<file path="config.mk">
export PLATFORM = sky130hd
export DESIGN_NAME = ex_stage_flat
export DESIGN_NICKNAME = d
export VERILOG_FILES = /design/src/rtl/ex_pkg.sv /design/src/rtl/ex_stage_if.sv /design/src/rtl/ex_stage_alu_core.sv /design/src/rtl/ex_stage.sv /design/src/flat_wrapper.sv
export SDC_FILE = /design/constraint.sdc
export NUM_CORES = 1
export LEC_CHECK = 0
export CORE_MARGIN = 3
export CORE_UTILIZATION = 46
export CTS_BUF_LIST = sky130_fd_sc_hd__clkbuf_8 sky130_fd_sc_hd__clkbuf_16
export DETAILED_ROUTE_END_ITERATION = 7
export PLACE_DENSITY = 0.76
export SLEW_MARGIN = 20
export SYNTH_ARGS = -nofsm -noshare
export SYNTH_HDL_FRONTEND = slang
export SYNTH_HIERARCHICAL = 1
export SYNTH_SLANG_ARGS = --single-unit
</file>
<file path="constraint.sdc">
create_clock -name clk -period 3.8 [get_ports clk]
set_clock_uncertainty 0.15 [all_clocks]
set_input_delay 0.76 -clock clk [delete_from_list [all_inputs] [get_ports clk]]
set_output_delay 0.76 -clock clk [all_outputs]
set_load 0.01 [all_outputs]
</file>
<file path="src/rtl/ex_pkg.sv">
// ex_pkg: shared ALU opcodes, forwarding selects and EX/MEM control bundle.
package ex_pkg;

    localparam logic [3:0] ALU_ADD = 4'd0;
    localparam logic [3:0] ALU_SUB = 4'd1;
    localparam logic [3:0] ALU_AND = 4'd4;
    localparam logic [3:0] ALU_OR  = 4'd5;

    localparam logic [1:0] FWD_RF    = 2'b00;
    localparam logic [1:0] FWD_MEMWB = 2'b01;
    localparam logic [1:0] FWD_EXMEM = 2'b10;

    typedef struct packed {
        logic reg_write;
        logic mem_read;
        logic mem_write;
    } ctrl_t;

endpackage

</file>
<file path="src/rtl/ex_stage_if.sv">
// ex_stage_if: ID/EX inputs and EX/MEM outputs of the execute stage.
interface ex_stage_if #(
    parameter int DATA_W     = 32,
    parameter int REG_ADDR_W = 5
);

    logic                  in_valid;
    logic                  stall;
    logic                  flush;
    logic [3:0]            alu_control;
    logic                  alu_src;
    logic [DATA_W-1:0]     rs_data;
    logic [DATA_W-1:0]     rt_data;
    logic [DATA_W-1:0]     imm;
    logic [REG_ADDR_W-1:0] rd_addr;
    logic                  reg_write;
    logic                  mem_read;
    logic                  mem_write;
    logic [1:0]            forward_a;
    logic [1:0]            forward_b;
    logic [DATA_W-1:0]     memwb_data;
    logic                  out_valid;
    logic [DATA_W-1:0]     alu_result;
    logic                  zero;
    logic                  overflow;
    logic [DATA_W-1:0]     store_data;
    logic [REG_ADDR_W-1:0] out_rd_addr;
    logic                  out_reg_write;
    logic                  out_mem_read;
    logic                  out_mem_write;
    logic [31:0]           op_count;

    modport master (
        output in_valid, stall, flush, alu_control, alu_src, rs_data, rt_data, imm,
               rd_addr, reg_write, mem_read, mem_write, forward_a, forward_b, memwb_data,
        input  out_valid, alu_result, zero, overflow, store_data, out_rd_addr,
               out_reg_write, out_mem_read, out_mem_write, op_count
    );

    modport slave (
        input  in_valid, stall, flush, alu_control, alu_src, rs_data, rt_data, imm,
               rd_addr, reg_write, mem_read, mem_write, forward_a, forward_b, memwb_data,
        output out_valid, alu_result, zero, overflow, store_data, out_rd_addr,
               out_reg_write, out_mem_read, out_mem_write, op_count
    );

endinterface

</file>
<file path="src/rtl/ex_stage_alu_core.sv">
// alu_core: combinational add/sub/and/or with zero and signed-overflow flags.
module alu_core
    import ex_pkg::*;
#(
    parameter int DATA_W = 32
) (
    input  logic [DATA_W-1:0] a,
    input  logic [DATA_W-1:0] b,
    input  logic [3:0]        alu_control,
    output logic [DATA_W-1:0] result,
    output logic              zero,
    output logic              overflow
);

    logic [DATA_W-1:0] sum;
    logic [DATA_W-1:0] diff;
    logic              ovf_add;
    logic              ovf_sub;

    always_comb begin
        sum      = a + b;
        diff     = a - b;
        ovf_add  = (a[DATA_W-1] == b[DATA_W-1]) && (sum[DATA_W-1] != a[DATA_W-1]);
        ovf_sub  = (a[DATA_W-1] != b[DATA_W-1]) && (diff[DATA_W-1] != a[DATA_W-1]);
        result   = alu_control == ALU_ADD ? sum :
                   alu_control == ALU_SUB ? diff :
                   alu_control == ALU_AND ? (a & b) :
                   alu_control == ALU_OR  ? (a | b) : '0;
        overflow = alu_control == ALU_ADD ? ovf_add :
                   alu_control == ALU_SUB ? ovf_sub : 1'b0;
        zero     = result == '0;
    end

endmodule

</file>
<file path="src/rtl/ex_stage.sv">
// ex_stage: forwarding muxes, ALU and EX/MEM register with retired-op counter.
// Define EX_FORWARD_EN to enable forwarding; otherwise operands come straight from the register file.
module ex_stage
    import ex_pkg::*;
#(
    parameter int DATA_W     = 32,
    parameter int REG_ADDR_W = 5
) (
    input logic     clk,
    input logic     rst,
    ex_stage_if.slave bus
);

    logic [DATA_W-1:0]     op_a;
    logic [DATA_W-1:0]     fwd_b;
    logic [DATA_W-1:0]     op_b;
    logic [DATA_W-1:0]     alu_res;
    logic                  alu_zero;
    logic                  alu_ovf;

    logic                  valid_q,  valid_d;
    logic [DATA_W-1:0]     result_q, result_d;
    logic                  zero_q,   zero_d;
    logic                  ovf_q,    ovf_d;
    logic [DATA_W-1:0]     store_q,  store_d;
    logic [REG_ADDR_W-1:0] rd_q,     rd_d;
    ctrl_t                 ctrl_q,   ctrl_d;
    logic [31:0]           count_q,  count_d;

`ifdef EX_FORWARD_EN
    // EX/MEM source is the registered result, so dependent back-to-back ops need no bubble.
    always_comb begin
        op_a  = bus.forward_a == FWD_MEMWB ? bus.memwb_data :
                bus.forward_a == FWD_EXMEM ? result_q : bus.rs_data;
        fwd_b = bus.forward_b == FWD_MEMWB ? bus.memwb_data :
                bus.forward_b == FWD_EXMEM ? result_q : bus.rt_data;
    end
`else
    logic unused_fwd;
    assign unused_fwd = ^{bus.forward_a, bus.forward_b, bus.memwb_data};
    assign op_a  = bus.rs_data;
    assign fwd_b = bus.rt_data;
`endif

    assign op_b = bus.alu_src ? bus.imm : fwd_b;

    alu_core #(.DATA_W(DATA_W)) u_alu (
        .a           (op_a),
        .b           (op_b),
        .alu_control (bus.alu_control),
        .result      (alu_res),
        .zero        (alu_zero),
        .overflow    (alu_ovf)
    );

    always_comb begin
        valid_d  = valid_q;
        result_d = result_q;
        zero_d   = zero_q;
        ovf_d    = ovf_q;
        store_d  = store_q;
        rd_d     = rd_q;
        ctrl_d   = ctrl_q;
        count_d  = count_q;
        if (bus.flush) begin
            valid_d = 1'b0;
            ctrl_d  = '0;
        end else if (!bus.stall) begin
            valid_d  = bus.in_valid;
            result_d = alu_res;
            zero_d   = alu_zero;
            ovf_d    = alu_ovf;
            store_d  = fwd_b;
            rd_d     = bus.rd_addr;
            ctrl_d   = bus.in_valid ? ctrl_t'{bus.reg_write, bus.mem_read, bus.mem_write} : '0;
            count_d  = count_q + 32'(bus.in_valid);
        end
    end

    always_ff @(posedge clk or posedge rst) begin
        if (rst) begin
            valid_q  <= 1'b0;
            result_q <= '0;
            zero_q   <= 1'b0;
            ovf_q    <= 1'b0;
            store_q  <= '0;
            rd_q     <= '0;
            ctrl_q   <= '0;
            count_q  <= '0;
        end else begin
            valid_q  <= valid_d;
            result_q <= result_d;
            zero_q   <= zero_d;
            ovf_q    <= ovf_d;
            store_q  <= store_d;
            rd_q     <= rd_d;
            ctrl_q   <= ctrl_d;
            count_q  <= count_d;
        end
    end

    assign bus.out_valid     = valid_q;
    assign bus.alu_result    = result_q;
    assign bus.zero          = zero_q;
    assign bus.overflow      = ovf_q;
    assign bus.store_data    = store_q;
    assign bus.out_rd_addr   = rd_q;
    assign bus.out_reg_write = ctrl_q.reg_write;
    assign bus.out_mem_read  = ctrl_q.mem_read;
    assign bus.out_mem_write = ctrl_q.mem_write;
    assign bus.op_count      = count_q;

endmodule

</file>
<file path="src/flat_wrapper.sv">
// flat-port wrapper written by rule: the top's interface ports become plain ports
module ex_stage_flat import ex_pkg::*;
#(
    parameter int DATA_W     = 32,
    parameter int REG_ADDR_W = 5
)
  (clk, rst, bus_in_valid, bus_stall, bus_flush, bus_alu_control, bus_alu_src, bus_rs_data, bus_rt_data, bus_imm, bus_rd_addr, bus_reg_write, bus_mem_read, bus_mem_write, bus_forward_a, bus_forward_b, bus_memwb_data, bus_out_valid, bus_alu_result, bus_zero, bus_overflow, bus_store_data, bus_out_rd_addr, bus_out_reg_write, bus_out_mem_read, bus_out_mem_write, bus_op_count);
  ex_stage_if #(.DATA_W(DATA_W), .REG_ADDR_W(REG_ADDR_W)) bus_i ();
  input logic clk;
  input logic rst;
  input wire logic [$bits(bus_i.in_valid)-1:0] bus_in_valid;
  input wire logic [$bits(bus_i.stall)-1:0] bus_stall;
  input wire logic [$bits(bus_i.flush)-1:0] bus_flush;
  input wire logic [$bits(bus_i.alu_control)-1:0] bus_alu_control;
  input wire logic [$bits(bus_i.alu_src)-1:0] bus_alu_src;
  input wire logic [$bits(bus_i.rs_data)-1:0] bus_rs_data;
  input wire logic [$bits(bus_i.rt_data)-1:0] bus_rt_data;
  input wire logic [$bits(bus_i.imm)-1:0] bus_imm;
  input wire logic [$bits(bus_i.rd_addr)-1:0] bus_rd_addr;
  input wire logic [$bits(bus_i.reg_write)-1:0] bus_reg_write;
  input wire logic [$bits(bus_i.mem_read)-1:0] bus_mem_read;
  input wire logic [$bits(bus_i.mem_write)-1:0] bus_mem_write;
  input wire logic [$bits(bus_i.forward_a)-1:0] bus_forward_a;
  input wire logic [$bits(bus_i.forward_b)-1:0] bus_forward_b;
  input wire logic [$bits(bus_i.memwb_data)-1:0] bus_memwb_data;
  output wire logic [$bits(bus_i.out_valid)-1:0] bus_out_valid;
  output wire logic [$bits(bus_i.alu_result)-1:0] bus_alu_result;
  output wire logic [$bits(bus_i.zero)-1:0] bus_zero;
  output wire logic [$bits(bus_i.overflow)-1:0] bus_overflow;
  output wire logic [$bits(bus_i.store_data)-1:0] bus_store_data;
  output wire logic [$bits(bus_i.out_rd_addr)-1:0] bus_out_rd_addr;
  output wire logic [$bits(bus_i.out_reg_write)-1:0] bus_out_reg_write;
  output wire logic [$bits(bus_i.out_mem_read)-1:0] bus_out_mem_read;
  output wire logic [$bits(bus_i.out_mem_write)-1:0] bus_out_mem_write;
  output wire logic [$bits(bus_i.op_count)-1:0] bus_op_count;
  assign bus_i.in_valid = bus_in_valid;
  assign bus_i.stall = bus_stall;
  assign bus_i.flush = bus_flush;
  assign bus_i.alu_control = bus_alu_control;
  assign bus_i.alu_src = bus_alu_src;
  assign bus_i.rs_data = bus_rs_data;
  assign bus_i.rt_data = bus_rt_data;
  assign bus_i.imm = bus_imm;
  assign bus_i.rd_addr = bus_rd_addr;
  assign bus_i.reg_write = bus_reg_write;
  assign bus_i.mem_read = bus_mem_read;
  assign bus_i.mem_write = bus_mem_write;
  assign bus_i.forward_a = bus_forward_a;
  assign bus_i.forward_b = bus_forward_b;
  assign bus_i.memwb_data = bus_memwb_data;
  assign bus_out_valid = bus_i.out_valid;
  assign bus_alu_result = bus_i.alu_result;
  assign bus_zero = bus_i.zero;
  assign bus_overflow = bus_i.overflow;
  assign bus_store_data = bus_i.store_data;
  assign bus_out_rd_addr = bus_i.out_rd_addr;
  assign bus_out_reg_write = bus_i.out_reg_write;
  assign bus_out_mem_read = bus_i.out_mem_read;
  assign bus_out_mem_write = bus_i.out_mem_write;
  assign bus_op_count = bus_i.op_count;
  ex_stage #(.DATA_W(DATA_W), .REG_ADDR_W(REG_ADDR_W)) u_core (.clk(clk), .rst(rst), .bus(bus_i));
endmodule
</file>
## After elaboration in Yosys (flattened, before gate mapping)

Index checks and enable logic that the tools add are counted.

| storage, ports and cells | value |
|---|---|
| bits in registers | 107 |
| input bits | 150 |
| logic and storage cells | 42 |

| operators by class | value |
|---|---|
| $add $sub $neg | 3 |
| eq/ne operators | 8 |
| multiplexer cells | 12 |
| bitwise gates (word level) | 4 |
| reductions and logical operators | 5 |

Operator list:

| cell | count |
|---|---|
| 32-bit two-way mux | 5 |
| 32-bit by 1-bit adder with 32-bit output | 1 |
| 32-bit adder | 1 |
| 32-bit AND | 1 |
| 32-bit logical NOT | 1 |
| 32-bit OR | 1 |
| 32-bit subtractor | 1 |
| 3-bit two-way mux | 3 |
| 4-bit by 3-bit equality test with 1-bit output (second input constant) | 2 |
| 4-bit by 1-bit equality test with 1-bit output (second input constant) | 1 |
| 4-bit logical NOT | 1 |
| 1-bit two-way mux | 4 |
| 1-bit != test | 3 |
| 1-bit logical AND | 2 |
| 2-bit by 1-bit != test with 1-bit output (second input constant) | 1 |
| 1-bit NOT | 2 |
| 2-bit AND reduction | 1 |
| 1-bit equality test | 1 |

## Longest topological paths before layout

| logic depth | value |
|---|---|
| depth in word-level cells | 7 |
| depth in mapped cells | 18 |
| gate-level depth less buffers | 15 |

## By module

Netlist, hierarchy kept.

Modules (own cells, without submodules):

| module | times used | cells an instance | area each (µm²) |
|---|---|---|---|
| alu_core | 1 | 793 | 5198.7 |
| ex_stage | 1 | 336 | 4765.8 |

## Worst setup path before layout

OpenSTA, ideal clock, no wires.

| timing | value |
|---|---|
| path type | input port to flip-flop |
| start point | input bus_alu_src |
| end point | register u_core.zero_q, in the netlist u_core/bus.zero |
| data arrival time | 4.805 ns |
| required time | 3.525 ns |
| path slack | -1.280 ns |
| stages on the path | 17 |
| path buffers | 3 |
| cell sequence | clkbuf_1 -> buf_1 -> mux2_2 -> inv_1 -> ha_1 -> buf_6 -> or4_4 -> o311ai_4 -> a21o_1 -> a31oi_2 -> o31a_1 -> o311a_1 -> a2111oi_1 -> a2111oi_2 -> nand3b_1 -> nor4_2 -> mux2_2 |

| on the way | value |
|---|---|
| elaborated cells on any way between the ends | 10 |

RTL lines:

| item | RTL line | RTL |
|---|---|---|
| from (decl) | flat_wrapper.sv:15 | `input wire logic [$bits(bus_i.alu_src)-1:0] bus_alu_src;` |
| 32-bit two-way mux (*) | ex_stage.sv:45 | `assign op_b = bus.alu_src ? bus.imm : fwd_b;` |
| via u_core.op_b[9] | ex_stage.sv:16 | `logic [DATA_W-1:0] op_b;` |
| 32-bit subtractor | ex_stage_alu_core.sv:22 | `diff = a - b;` |
| 32-bit two-way mux | ex_stage_alu_core.sv:26 | `alu_control == ALU_SUB ? diff :` |
| 32-bit two-way mux (*) | ex_stage_alu_core.sv:25 | `result = alu_control == ALU_ADD ? sum :` |
| via u_core.alu_res[28] | ex_stage.sv:17 | `logic [DATA_W-1:0] alu_res;` |
| 32-bit logical NOT (*) | ex_stage_alu_core.sv:31 | `zero = result == '0;` |
| via u_core.alu_zero | ex_stage.sv:18 | `logic alu_zero;` |
| to (signal assigned) | ex_stage.sv:93 | `zero_q <= zero_d;` |
| to (decl) | ex_stage.sv:23 | `logic zero_q, zero_d;` |

Mark *: on every way through the listed nets, which the timed path passes. The rest lies on a longest branch.
A chain may end at the register's enable or synchronous reset.

## Worst setup path after layout

Same ends and word-level chain as after synthesis.

==> qor.csv <==
metric;value;unit
run status;finished, violations left;
failing checks;negative setup slack;
startpoint types;input port;
Post-route DRC;0;
Reg2Reg Capture Point;u_core/bus.op_count[16]$_DFFE_PP0P_;
Async SR Flop Fraction;100;%
n_diodes;0;
RSZ-0062 raised after global routing;true;
Multi-input gate area;7580;um^2
CP arrival;4810;ps
via-per-instance ratio;5.77;
final hold vios;0;
PwrDens;297;nW/um^2
Core Area;21200;um^2
maximum net fanout on the critical path;7;
CTS tree;done;
commonest non-fill, non-tap cell in the layout;buf_4;
Yosys cell types;86;
All-Layer GR Usage;31.7;%
Starting DRT DRC Count;743;
fmax;0.215;GHz
CP Capture Type;flop;
final setup violation count;12;
crit-path most repeated cell;buf_12;
syn avg cell area;8.83;um^2
GP Congestion;1.00;
maximum root-to-sink buffer count;2;
H-tree depth reported by CTS;3;
crit path kind;in -> reg;
highest-count cells in the layout ignoring fill and taps;buf_4 (328), clkdlybuf4s50_1 (194), dfrtp_1 (107);
Critical-path top delay cell;or4_1;
clk sinks;107;
routed wire length;39.1;mm
first-pass GRT wire length;60.4;mm
Worst R2R Path Depth;6;
Period Utilization, post-route;122;%
First-pass DRT Iterations;7;
Yosys top cell area share;26.9;%
RR Startpoint;u_core/bus.op_count[0]$_DFFE_PP0P_;
Endpoint, Worst Hold;u_core/bus.op_count[31]$_DFFE_PP0P_;
pin count of the biggest net entering global routing;50;
Worst Path Required;3950;ps
initial core utilization;47.1;%
Min-Delay Path Class;reg -> reg;
crit path time final;4650;ps
fill count;1473;
critical path buffer and inverter count;7;
Final TNS setup;-4260;ps
internal reg-to-reg setup slack;1560;ps
share of the yosys chip area belonging to registers;26.9;%
insertion delay to the later sink of the worst-skew pair;350;ps
Net Count, Synth;1379;
vias in the first global route;11600;
P&R area growth vs syn;63.3;%
HP Start;u_core/bus.op_count[31]$_DFFE_PP0P_;
chip width;153;um
number of flops mapped to enable cells by yosys;0;
Worst Hold Depth;1;
drt wl/cell;20.3;um
Syn. warnings;6;
post-layout util;76.9;%
CP peak stage delay;550;ps
clock root cell;clkbuf_16;
chip height;153;um
Final ANT Viol Nets;0;
fin nets;1894;
synth top area cells;dfrtp_1 (27%), ha_1 (12%), mux2_2 (12%);
Synth Register Bits;107;
Final Slew Violations;0;
FF+latch area;2680;um^2
Max-slew headroom;52.4;%
post-synthesis cell area;9960;um^2
vias post-DR;11100;
initial antenna violation count;0;
Worst Max-Slew Pin Slew;712;ps
CTS clk-pin slew, worst paths;80;ps
Rows;53;
VDD IR max;0.246;mV
biggest area consumer among synthesized cells;dfrtp_1;
Worst path top cell family by delay;simple AND/OR/NAND/NOR gates;
Finished Layout Cells;1924;
Setup WS post-layout;-854;ps
Port Buffers;220;
number of max-cap violations;0;
leakage power;7.43;nW
DP Wirelength;29.5;mm
Top FF cell, synth;dfrtp_1;
worst path cell trace;buf_12 -> buf_12 -> buf_12 -> buf_8 -> mux2_4 -> inv_4 -> ha_4 -> inv_4 -> buf_6 -> a21oi_4 -> or4b_4 -> a311o_1 -> a32oi_1 -> xnor2_1 -> o22ai_2 -> or4_1 -> nor4_2 -> nand3b_1 -> nor4_2 -> mux2_4;
layout cells sized above 1;38.7;%
Num CTS Buffers;9;
Synth Instances;1129;
placed insts;1870;
GRT overflow;0;
DIE AREA;23500;um^2
IO Pins;257;
## cells in the mapped netlist, drive strengths merged (24+ instances only)
cell	instances
a21oi	84
clkbuf	33
inv	103
mux2	106
nor2	77
buf	32
nand2	73
nor3	30
nand3	24
dfrtp	107
ha	98
o21ai	53
xnor2	45
## state kept, by name, indices dropped and copies added (netlist names)
signal,count
u_core/bus.out_valid,1
u_core/bus.op_count,32
u_core/bus.store_data,32
u_core/bus.overflow,1
u_core/bus.out_mem_read,1
u_core/bus.out_rd_addr,5
u_core/bus.alu_result,32
u_core/bus.out_reg_write,1
u_core/bus.zero,1
u_core/bus.out_mem_write,1
## kinds of logic (layout without fill, tap and decap cells)
logic type                 after synthesis  in the layout  share of synthesized area (%)
and+or+nand+nor                        298            298                           15.9
xor gates and xnor gates                51             51                           4.48
buffers and inverters                  169            689                           7.07
adders and majority gates              100            100                           12.7
muxes                                  116            116                           13.1
AOI/OAI and AO/OA                      288            288                           19.8
DFF                                    107            107                           26.9
## layer usage
layer | vias to the layer above | track usage (%) | share of wire [%]
li1 | 5104 | - | -
met1 | 5282 | 35.5 | 37
met4 | 0 | 17.9 | 6.1
met3 | 155 | 5.04 | 6.1
met5 | - | 0 | 0
met2 | 557 | 56.9 | 50
## worst max path at each step
stage / cells after the start / from / endpoint / slack, ps
3_5_place_dp: 17 / bus_rt_data[0] / u_core/bus.zero$_DFFE_PP0P_ / -1530
5_1_grt: 20 / bus_alu_src / u_core/bus.zero$_DFFE_PP0P_ / -930
3_3_place_gp: 17 / bus_rt_data[0] / u_core/bus.zero$_DFFE_PP0P_ / -1360
6_report: 20 / bus_alu_src / u_core/bus.zero$_DFFE_PP0P_ / -850
2_1_floorplan: 18 / bus_alu_src / u_core/bus.zero$_DFFE_PP0P_ / -800
4_1_cts: 19 / bus_alu_src / u_core/bus.zero$_DFFE_PP0P_ / -710
## area by class of cell
type | count | share of cell area (%)
inverters | 104 | 2.62
flip-flops and latches | 107 | 16.5
clock inverters | 7 | 0.369
clock buffers | 9 | 1.38
repair buffers | 569 | 30.5
well taps | 275 | 2.11
multi-input cells | 853 | 46.6
## stage by stage
| stage | area (um^2) | total power, mW | hold slack [ps] | setup WS (ps) |
|---|---|---|---|---|
| 4_1_cts | 16000 | 4.74 | 350 | -707 |
| 6_report | 16300 | 4.84 | 348 | -854 |
| 3_5_place_dp | 14900 | 3.57 | 331 | -1530 |
| 3_3_place_gp | 14900 | 3.52 | 312 | -1360 |
| 5_1_grt | 16300 | 5.07 | 377 | -925 |
| 2_1_floorplan | 10300 | 2.44 | 357 | -804 |
## power by group
part	total (mW)	internal (mW)	switching, mW
sequential	1.37	1.26	0.103
combinational	2.51	1.32	1.19
clock	0.962	0.460	0.502
## repair_timing
action / in CTS / in global routing
pin swaps: 47 / 43
endpoints found under the setup margin: 20 / 18
hold buffers: 0 / 0
buffers inserted: 34 / 12
gates resized for setup: 165 / 42
Power figures use the tool's default switching activity.
